===== src/rtl/regfile_scoreboard.sv =====
// Decode-stage register file: two combinational read ports, one write port,
// optional bypass and zero register, per-register pending scoreboard and a post-reset clear engine.
module regfile_scoreboard #(
  parameter int WIDTH    = 32,
  parameter int ADDR_W   = 5,
  parameter int ZERO_REG = 1,
  parameter int BYPASS   = 1
) (
  input  logic              clk,
  input  logic              rst,
  input  logic [ADDR_W-1:0] rd_addr1,
  input  logic [ADDR_W-1:0] rd_addr2,
  output logic [WIDTH-1:0]  rd_data1,
  output logic [WIDTH-1:0]  rd_data2,
  output logic              rd_pend1,
  output logic              rd_pend2,
  input  logic              wr_en,
  input  logic [ADDR_W-1:0] wr_addr,
  input  logic [WIDTH-1:0]  wr_data,
  input  logic              rsv_en,
  input  logic [ADDR_W-1:0] rsv_addr,
  output logic              ready,
  output logic              any_pend
);

  localparam int DEPTH = 2 ** ADDR_W;
  localparam logic [ADDR_W-1:0] LAST_ADDR = ADDR_W'(DEPTH - 1);
  localparam logic [ADDR_W-1:0] ZERO_ADDR = {ADDR_W{1'b0}};
  localparam logic [WIDTH-1:0]  ZERO_DATA = {WIDTH{1'b0}};

  typedef enum logic [0:0] {
    CLEAR = 1'b0,
    RUN   = 1'b1
  } state_t;

  state_t            state_r, state_nxt_s;
  logic [ADDR_W-1:0] clr_cnt_r, clr_cnt_nxt_s;
  logic [WIDTH-1:0]  mem_r [DEPTH];
  logic [DEPTH-1:0]  pend_r, pend_nxt_s;
  logic              run_s, wr_ok_s, rsv_ok_s;

  // Qualified write/reserve strobes: only in RUN, never during reset, never on the zero register
  always_comb begin
    run_s    = (state_r == RUN);
    wr_ok_s  = run_s && !rst && wr_en
               && !((ZERO_REG != 0) && (wr_addr == ZERO_ADDR));
    rsv_ok_s = run_s && !rst && rsv_en
               && !((ZERO_REG != 0) && (rsv_addr == ZERO_ADDR));
  end

  // Clear-engine sequencing: sweep every address once, then enter RUN
  always_comb begin
    state_nxt_s   = state_r;
    clr_cnt_nxt_s = clr_cnt_r;
    case (state_r)
      CLEAR: begin
        if (clr_cnt_r == LAST_ADDR) begin
          state_nxt_s   = RUN;
          clr_cnt_nxt_s = ZERO_ADDR;
        end else begin
          clr_cnt_nxt_s = clr_cnt_r + ADDR_W'(1);
        end
      end
      RUN: begin
        state_nxt_s   = RUN;
        clr_cnt_nxt_s = ZERO_ADDR;
      end
      default: begin
        state_nxt_s   = CLEAR;
        clr_cnt_nxt_s = ZERO_ADDR;
      end
    endcase
  end

  // State and clear counter registers
  always_ff @(posedge clk) begin
    if (rst) begin
      state_r   <= CLEAR;
      clr_cnt_r <= ZERO_ADDR;
    end else begin
      state_r   <= state_nxt_s;
      clr_cnt_r <= clr_cnt_nxt_s;
    end
  end

  // Storage array: the clear engine owns the write port until RUN
  always_ff @(posedge clk) begin
    if (!rst && (state_r == CLEAR)) begin
      mem_r[clr_cnt_r] <= ZERO_DATA;
    end else if (wr_ok_s) begin
      mem_r[wr_addr] <= wr_data;
    end
  end

  // A new reservation outranks a completing write to the same register
  always_comb begin
    pend_nxt_s = pend_r;
    for (int i = 0; i < DEPTH; i++) begin
      pend_nxt_s[i] = (rsv_ok_s && (rsv_addr == ADDR_W'(i))) ? 1'b1 :
                      (wr_ok_s  && (wr_addr  == ADDR_W'(i))) ? 1'b0 :
                      pend_r[i];
    end
  end

  // Pending scoreboard register
  always_ff @(posedge clk) begin
    if (rst) begin
      pend_r <= {DEPTH{1'b0}};
    end else begin
      pend_r <= pend_nxt_s;
    end
  end

  // Read port 1: zero register beats bypass beats array
  always_comb begin
    if (!run_s) begin
      rd_data1 = ZERO_DATA;
    end else if ((ZERO_REG != 0) && (rd_addr1 == ZERO_ADDR)) begin
      rd_data1 = ZERO_DATA;
    end else if ((BYPASS != 0) && wr_ok_s && (wr_addr == rd_addr1)) begin
      rd_data1 = wr_data;
    end else begin
      rd_data1 = mem_r[rd_addr1];
    end
  end

  // Read port 2: same priority as port 1
  always_comb begin
    if (!run_s) begin
      rd_data2 = ZERO_DATA;
    end else if ((ZERO_REG != 0) && (rd_addr2 == ZERO_ADDR)) begin
      rd_data2 = ZERO_DATA;
    end else if ((BYPASS != 0) && wr_ok_s && (wr_addr == rd_addr2)) begin
      rd_data2 = wr_data;
    end else begin
      rd_data2 = mem_r[rd_addr2];
    end
  end

  // Status outputs; pending bits are deliberately not bypassed
  always_comb begin
    ready    = run_s;
    rd_pend1 = run_s & pend_r[rd_addr1];
    rd_pend2 = run_s & pend_r[rd_addr2];
    any_pend = run_s & (|pend_r);
  end

endmodule


===== config.mk =====
export PLATFORM = sky130hd
export DESIGN_NAME = regfile_scoreboard
export DESIGN_NICKNAME = d
export VERILOG_FILES = /design/src/rtl/regfile_scoreboard.sv
export SDC_FILE = /design/constraint.sdc
export NUM_CORES = 1
export LEC_CHECK = 0
export BUFFER_PORTS_ARGS = -buffer_cell sky130_fd_sc_hd__buf_4
export CORE_MARGIN = 10
export CORE_UTILIZATION = 30
export DETAILED_ROUTE_END_ITERATION = 12
export HOLD_SLACK_MARGIN = 0.15
export PLACE_DENSITY = 0.5
export SETUP_SLACK_MARGIN = 0.4
export SLEW_MARGIN = 30
export SYNTH_ARGS = -nofsm -noshare
export SYNTH_HDL_FRONTEND = slang
export SYNTH_SLANG_ARGS = --single-unit

===== constraint.sdc =====
create_clock -name clk -period 5.4 [get_ports clk]
set_input_delay 0.81 -clock clk [delete_from_list [all_inputs] [get_ports clk]]
set_output_delay 0.81 -clock clk [all_outputs]
set_load 0.005 [all_outputs]

**Word-level counts from Yosys, hierarchy flattened**

Memory sizes are Yosys's and may differ from the RTL's.
Cells that the tools add are included.

- Flip-flop bits (word level): 38
- Bits in writable memories: 1024
- Word-level logic and storage cells: 306
- Memories kept: 1

Memories:

| memory | words | width | rd ports | clocked after memory_dff | write ports | RTL line | RTL |
|---|---|---|---|---|---|---|---|
| mem_r | 32 | 32 | 2 | 0 | 1 | 38 | `logic [WIDTH-1:0] mem_r [DEPTH];` |

- Add/sub/neg operators: 1
- Magnitude comparators: 2
- Equal/unequal tests: 65
- Multiplexer cells: 86
- Bitwise logic cells: 4
- Reductions and logical operators: 113

Operator list:

| kind | count |
|---|---|
| two-way mux 32 bit | 7 |
| == test 5 bit (second input constant) | 33 |
| == test 5 x 4 -> 1 bit (second input constant) | 16 |
| two-way mux 1 bit | 73 |
| logical AND 1 bit | 72 |
| nonzero test 2 bit | 32 |
| OR reduction 32 bit | 2 |
| == test 5 x 3 -> 1 bit (second input constant) | 8 |
| == test 5 x 2 -> 1 bit (second input constant) | 4 |
| logical NOT 5 bit | 4 |
| < comparator 5 x 6 -> 1 bit (second input constant) | 2 |
| binary-select mux 1 bit (select 5 bit) | 2 |
| == test 5 x 1 -> 1 bit (second input constant) | 2 |
| == test 5 bit | 2 |
| two-way mux 5 bit | 2 |
| one-hot mux 5 bit (2 select lines) | 1 |
| adder 5 x 1 -> 5 bit (second input constant) | 1 |
| bitwise AND 1 bit | 3 |
| logical NOT 1 bit | 3 |
| one-hot mux 1 bit (2 select lines) | 1 |
| inverter 1 bit | 1 |

**Logic depth before layout (Yosys ltp)**

- Depth in word-level cells: 9
- Depth in mapped cells: 9
- Depth with buffers taken out: 6

**Worst setup path after synthesis**

Ideal clock, no wire load.

- Path kind: in2reg
- Start point: input port wr_addr[0]
- End point: memory mem_r[1][0], enable pin
- Arrival: 3.741 ns
- Data required time: 4.975 ns
- Slack: 1.235 ns
- Stages: 7
- Cell sequence: buf_6 -> or4_1 -> buf_2 -> o211ai_4 -> mux2i_1 -> nand2_1 -> nor2b_1

- Cells in the longest elaborated chain, start to end: 8
- Elaborated cells between the ends (all ways): 9
- Those cells by class: mux (5); reduce/logical (4)

Ends and longest elaborated chain:

| what | RTL line | RTL |
|---|---|---|
| start: declaration | 18 | `input logic [ADDR_W-1:0] wr_addr,` |
| logical NOT 5 bit | 46 | `&& !((ZERO_REG != 0) && (wr_addr == ZERO_ADDR));` |
| logical NOT 1 bit | 46 |  |
| logical AND 1 bit | 46 |  |
| two-way mux 1 bit | 90 | `end else if (wr_ok_s) begin` |
| two-way mux 1 bit | 88 | `if (!rst && (state_r == CLEAR)) begin` |
| two-way mux 1 bit (implied by the code) | 91 | `mem_r[wr_addr] <= wr_data;` |
| OR reduction 32 bit (no source line) | n/a |  |
| two-way mux 5 bit (no source line) or two-way mux 1 bit (tied branches) | n/a |  |
| end: declaration | 38 |  |

Parallel ways exist; a longest one is shown, timed or not.

**Worst setup path in the final report**

- Start point: input port wr_addr[4]
- End point: output port rd_data2[7]

- Cells in the longest elaborated chain, start to end: 7
- Elaborated cells between the ends (all ways): 8
- Those cells by class: eq/ne (1); mux (3); reduce/logical (4)

Ends and longest elaborated chain:

| what | RTL line | RTL |
|---|---|---|
| logical NOT 5 bit | 46 |  |
| logical NOT 1 bit | 46 |  |
| logical AND 1 bit | 46 |  |
| logical AND 1 bit * | 133 | `end else if ((BYPASS != 0) && wr_ok_s && (wr_addr == rd_addr2)) begin` |
| two-way mux 32 bit * | 133 |  |
| two-way mux 32 bit * | 131 | `end else if ((ZERO_REG != 0) && (rd_addr2 == ZERO_ADDR)) begin` |
| two-way mux 32 bit * | 129 | `if (!run_s) begin` |
| end: declaration | 14 | `output logic [WIDTH-1:0] rd_data2,` |

Every way passes the cells marked *; elsewhere a longest branch is shown, timed or not.

==> flow_summary.html <==
<table>
<tr><th>Metric</th><th>Value</th></tr>
<tr><th colspan="2">Outcome</th></tr>
<tr><td>Result of the run</td><td>finished clean</td></tr>
<tr><th colspan="2">Critical path</th></tr>
<tr><td>WS Path Type</td><td>in -&gt; out</td></tr>
<tr><td>Kind of start point of the critical path</td><td>input pin</td></tr>
<tr><td>Sort of element at the end of the critical path</td><td>primary output</td></tr>
<tr><td>Required time of the worst setup path</td><td>4.59 ns</td></tr>
<tr><td>Largest driver fanout on the critical path</td><td>25</td></tr>
<tr><td>Arr. time, crit path</td><td>3.70 ns</td></tr>
<tr><th colspan="2">Drt</th></tr>
<tr><td>Number of remaining DRC errors</td><td>0</td></tr>
<tr><td>DRC marker count from the first detailed-route iteration</td><td>3001</td></tr>
<tr><td>Routed len/inst</td><td>33.2 um</td></tr>
<tr><td>Total number of vias</td><td>30733</td></tr>
<tr><td>Pre-antenna DRT Iters</td><td>5</td></tr>
<tr><td>Post-Route WL</td><td>175000 um</td></tr>
<tr><td>Count of nets left with antenna violations after detail routing</td><td>0</td></tr>
<tr><td>Via-to-Cell Ratio</td><td>5.83</td></tr>
<tr><th colspan="2">Pwr</th></tr>
<tr><td>Switching fraction of total power</td><td>22.6%</td></tr>
<tr><td>Part of the power in registers</td><td>50.0%</td></tr>
<tr><td>Clock share of power</td><td>42.9%</td></tr>
<tr><td>Pwr per Cell Area</td><td>308 nW/um^2</td></tr>
<tr><td>Maximum VDD drop</td><td>0.241 mV</td></tr>
<tr><td>Internal</td><td>13.9 mW</td></tr>
<tr><td>Combinational share of power</td><td>7.1%</td></tr>
<tr><td>Net Switching</td><td>4.05 mW</td></tr>
<tr><td>Leakage power total</td><td>19.9 nW</td></tr>
<tr><th colspan="2">Placed design</th></tr>
<tr><td>Worst slack, placed</td><td>0.922 ns</td></tr>
<tr><td>Cell count after placement</td><td>5077</td></tr>
<tr><td>Detailed Place HPWL</td><td>106000 um</td></tr>
<tr><td>Instance area after placement</td><td>54700 um^2</td></tr>
<tr><td>Number of I/O port buffers</td><td>123</td></tr>
<tr><td>Gp weighted congestion</td><td>0.844</td></tr>
<tr><th colspan="2">Synthesis</th></tr>
<tr><td>Dominant cell type by area after synthesis</td><td>sky130_fd_sc_hd__edfxtp_1</td></tr>
<tr><td>Count of flip-flops with a built-in enable after synthesis</td><td>1024</td></tr>
<tr><td>Synthesized instance count</td><td>2865</td></tr>
<tr><td>Distinct cells, synth</td><td>58</td></tr>
<tr><td>Yosys top cell area share</td><td>61.3%</td></tr>
<tr><td>Area contributors post-synth</td><td>sky130_fd_sc_hd__edfxtp_1 (61%), sky130_fd_sc_hd__mux4_2 (18%), sky130_fd_sc_hd__mux2i_1 (5.8%)</td></tr>
<tr><td>Post-synthesis instance area</td><td>50200 um^2</td></tr>
<tr><td>Post-synthesis async set-or-reset flop share</td><td>0%</td></tr>
<tr><td>Net count after synthesis</td><td>2923</td></tr>
<tr><td>Number of flip-flops and latches in the synthesized netlist</td><td>1062</td></tr>
<tr><td>Top_reg_cell synth</td><td>sky130_fd_sc_hd__edfxtp_1</td></tr>
<tr><td>Synthesized area divided by synthesized cell count</td><td>17.5 um^2</td></tr>
<tr><td>Yosys warns</td><td>0</td></tr>
<tr><td>Sequential fraction of the synthesis area</td><td>62.8%</td></tr>
<tr><th colspan="2">STA</th></tr>
<tr><td>Final critical-path share of the clock period</td><td>83.6%</td></tr>
<tr><td>Worst relative slew slack</td><td>31.7%</td></tr>
<tr><td>Worst Clk Skew</td><td>0.0236 ns</td></tr>
<tr><td>Min Tclk post-route</td><td>4.51 ns</td></tr>
<tr><td>Peak Freq</td><td>222 MHz</td></tr>
<tr><td>Number of endpoints with negative hold slack in the final report</td><td>0</td></tr>
<tr><td>Total of endpoints with negative setup slack in the final report</td><td>0</td></tr>
<tr><td>Worst-margin pin slew</td><td>1.02 ns</td></tr>
<tr><td>Final setup margin</td><td>0.885 ns</td></tr>
<tr><td>Count of pins over their slew limit</td><td>0</td></tr>
<tr><td>RSZ-0062 raised after global routing</td><td>no</td></tr>
<tr><td>Setup tns final</td><td>0 ns</td></tr>
<tr><td>Worst hold margin</td><td>0.370 ns</td></tr>
<tr><th colspan="2">Clock network</th></tr>
<tr><td>Number of clock buffers inserted by TritonCTS</td><td>109</td></tr>
<tr><td>Clk slew on worst S/H paths</td><td>0.06 ns</td></tr>
<tr><td>Largest buffer count on any clock path</td><td>3</td></tr>
<tr><td>Number of levels in the clock H-tree</td><td>3</td></tr>
<tr><td>Clock root buffer</td><td>sky130_fd_sc_hd__clkbuf_16</td></tr>
<tr><td>CTS tree</td><td>done</td></tr>
<tr><td>Setup Buffers After CTS</td><td>0</td></tr>
<tr><td>Hold-fix buffers at CTS</td><td>0</td></tr>
<tr><td>Clock sinks</td><td>1062</td></tr>
<tr><td>Number of gates given a new drive strength after cts</td><td>0</td></tr>
<tr><td>Clock insertion delay at the later pin of the skew report</td><td>0.73 ns</td></tr>
<tr><th colspan="2">Layout</th></tr>
<tr><td>Total Nets Final</td><td>3042</td></tr>
<tr><td>Area of all placed cells without fillers</td><td>58300 um^2</td></tr>
<tr><td>Area added between synthesis and finish</td><td>16.2%</td></tr>
<tr><td>Final instance count without filler cells</td><td>5272</td></tr>
<tr><td>Antenna diode count</td><td>0</td></tr>
<tr><td>Number of fillers in the final layout</td><td>15490</td></tr>
<tr><td>Share of post-route cells with drive strength above 1</td><td>30.1%</td></tr>
<tr><th colspan="2">Die</th></tr>
<tr><td>Height of the die</td><td>429 um</td></tr>
<tr><td>Initial cell density of the core</td><td>30.1%</td></tr>
<tr><td>Core Box Area</td><td>167000 um^2</td></tr>
<tr><td>DIE WIDTH</td><td>429 um</td></tr>
<tr><td>Site row count</td><td>150</td></tr>
<tr><td>Die Outline Area</td><td>184000 um^2</td></tr>
<tr><td>I/O pin cnt</td><td>124</td></tr>
<tr><th colspan="2">Global route</th></tr>
<tr><td>First-pass GRT wire length</td><td>247000 um</td></tr>
<tr><td>Initial antenna violation count</td><td>0</td></tr>
<tr><td>Via count of the first global-routing pass</td><td>31343</td></tr>
<tr><td>Maximum number of pins on one net before global-route repair</td><td>81</td></tr>
<tr><td>Overall overflow remaining after global route</td><td>0</td></tr>
<tr><td>GRT Resource Usage Total</td><td>18.5%</td></tr>
<tr><th colspan="2">Flow run</th></tr>
<tr><td>Max-Cap Viols</td><td>0</td></tr>
<tr><th colspan="2">Hold path</th></tr>
<tr><td>Worst min path class</td><td>in -&gt; reg</td></tr>
</table>
## power by group through the flow
stage          registers (mW)  logic (mW)  clock network [mW]
3_5_place_dp             9.14        1.27                   0
5_1_grt                  8.96        1.33                8.16
3_3_place_gp             9.14        1.28                   0
6_report                 8.96        1.27                7.70
2_1_floorplan            9.13       0.784                   0
4_1_cts                  8.96        1.28                7.84
## critical path: stages
cell	delay (ns)
sky130_fd_sc_hd__buf_4	0.15
sky130_fd_sc_hd__or4_1	0.64
sky130_fd_sc_hd__o211ai_1	0.31
sky130_fd_sc_hd__o311ai_4	0.23
sky130_fd_sc_hd__buf_12	0.26
sky130_fd_sc_hd__nor3_1	0.86
sky130_fd_sc_hd__a221o_2	0.26
sky130_fd_sc_hd__buf_4	0.12
## metal layers
metal / vias up / track usage [%] / part of all wire (%)
li1: 12558 / - / -
met1: 16686 / 24.2 / 41
met2: 1205 / 31.6 / 50
met3: 284 / 1.92 / 5.3
met4: 0 / 6.88 / 3.7
met5: - / 0 / 0
## placed cells by master, fill, tap and decap left out, types with 22 or more instances in the layout
cell type,count
sky130_fd_sc_hd__edfxtp_1,1024
sky130_fd_sc_hd__mux4_2,408
sky130_fd_sc_hd__mux2i_1,291
sky130_fd_sc_hd__buf_4,199
sky130_fd_sc_hd__o22ai_1,155
sky130_fd_sc_hd__o221ai_1,123
sky130_fd_sc_hd__a21oi_1,115
sky130_fd_sc_hd__clkbuf_16,114
sky130_fd_sc_hd__nand2_1,58
sky130_fd_sc_hd__nor2_1,51
sky130_fd_sc_hd__buf_12,47
sky130_fd_sc_hd__nor4_1,40
sky130_fd_sc_hd__dfxtp_1,38
sky130_fd_sc_hd__a221o_1,37
sky130_fd_sc_hd__nor3_1,36
sky130_fd_sc_hd__nor2_4,28
sky130_fd_sc_hd__o21ai_0,25
sky130_fd_sc_hd__a221o_2,24
sky130_fd_sc_hd__clkinv_1,23
sky130_fd_sc_hd__and2_2,22
sky130_fd_sc_hd__clkbuf_1,22
## metrics by stage
| stage | util (%) | total power, mW |
|---|---|---|
| finish | 35.0 | 17.9 |
| global route | 35.0 | 18.4 |
| CTS | 34.9 | 18.1 |
| detailed placement | 32.8 | 10.4 |
| global placement | 32.8 | 10.4 |
| floorplan | - | 9.92 |
## final cells by class
cell class / count / area [um^2] / area share, %
flip-flops and latches: 1062 / 31500 / 54.0
well taps: 2204 / 2760 / 4.73
clock buffers: 136 / 2940 / 5.03
inverters: 7 / 26.3 / 0.0451
multi-input cells: 1552 / 17900 / 30.8
repair buffers: 252 / 2520 / 4.31
clock inverters: 59 / 637 / 1.09
## final timing paths
path	from	slack, ns	to	cells after the start
setup / recovery	wr_addr[4]	0.89	rd_data2[7]	8
setup reg to reg	ready$_SDFF_PP0_	1.81	mem_r[0][15]$_DFFE_PP_	6
hold / removal	rsv_addr[0]	0.37	pend_r[2]$_SDFFE_PP0P_	2
hold reg to reg	clr_cnt_r[0]$_SDFF_PP0_	0.50	clr_cnt_r[0]$_SDFF_PP0_	1
## cell usage after synthesis (3+ instances only)
cell type	number
sky130_fd_sc_hd__nand3_1	17
sky130_fd_sc_hd__nor2b_1	7
sky130_fd_sc_hd__mux4_2	408
sky130_fd_sc_hd__and2_1	35
sky130_fd_sc_hd__a221o_2	24
sky130_fd_sc_hd__o22ai_1	155
sky130_fd_sc_hd__nor4_1	40
sky130_fd_sc_hd__nor3_1	40
sky130_fd_sc_hd__dfxtp_1	38
sky130_fd_sc_hd__edfxtp_1	1024
sky130_fd_sc_hd__nand3b_1	5
sky130_fd_sc_hd__buf_1	28
sky130_fd_sc_hd__nor2_1	79
sky130_fd_sc_hd__nand2b_1	14
sky130_fd_sc_hd__a221o_1	37
sky130_fd_sc_hd__buf_2	87
sky130_fd_sc_hd__or2_2	7
sky130_fd_sc_hd__buf_6	6
sky130_fd_sc_hd__buf_4	3
sky130_fd_sc_hd__mux2i_1	291
sky130_fd_sc_hd__nand2_1	61
sky130_fd_sc_hd__a21oi_1	116
sky130_fd_sc_hd__o31ai_1	3
sky130_fd_sc_hd__inv_1	4
sky130_fd_sc_hd__o211ai_1	12
sky130_fd_sc_hd__nand4_1	4
sky130_fd_sc_hd__xnor2_1	12
sky130_fd_sc_hd__o21ai_0	25
sky130_fd_sc_hd__mux2_2	5
sky130_fd_sc_hd__o221ai_1	123
sky130_fd_sc_hd__clkbuf_1	120
## cell families after synthesis
kind of cell | synth area share (%)
XOR/XNOR | 0.209
buffers and inverters | 2.21
multiplexers | 24.2
flip-flops | 62.8
adder cells (fa/ha/maj) | 0.0498
AO/OA/AOI/OAI | 7.33
AND/OR/NAND/NOR | 3.22
## registers in the layout, indices dropped and copies added (netlist names)
| signal | count |
|---|---|
| pend_r | 32 |
| clr_cnt_r | 5 |
| ready | 1 |
| mem_r | 1024 |
(Power assumes the default switching activity.)
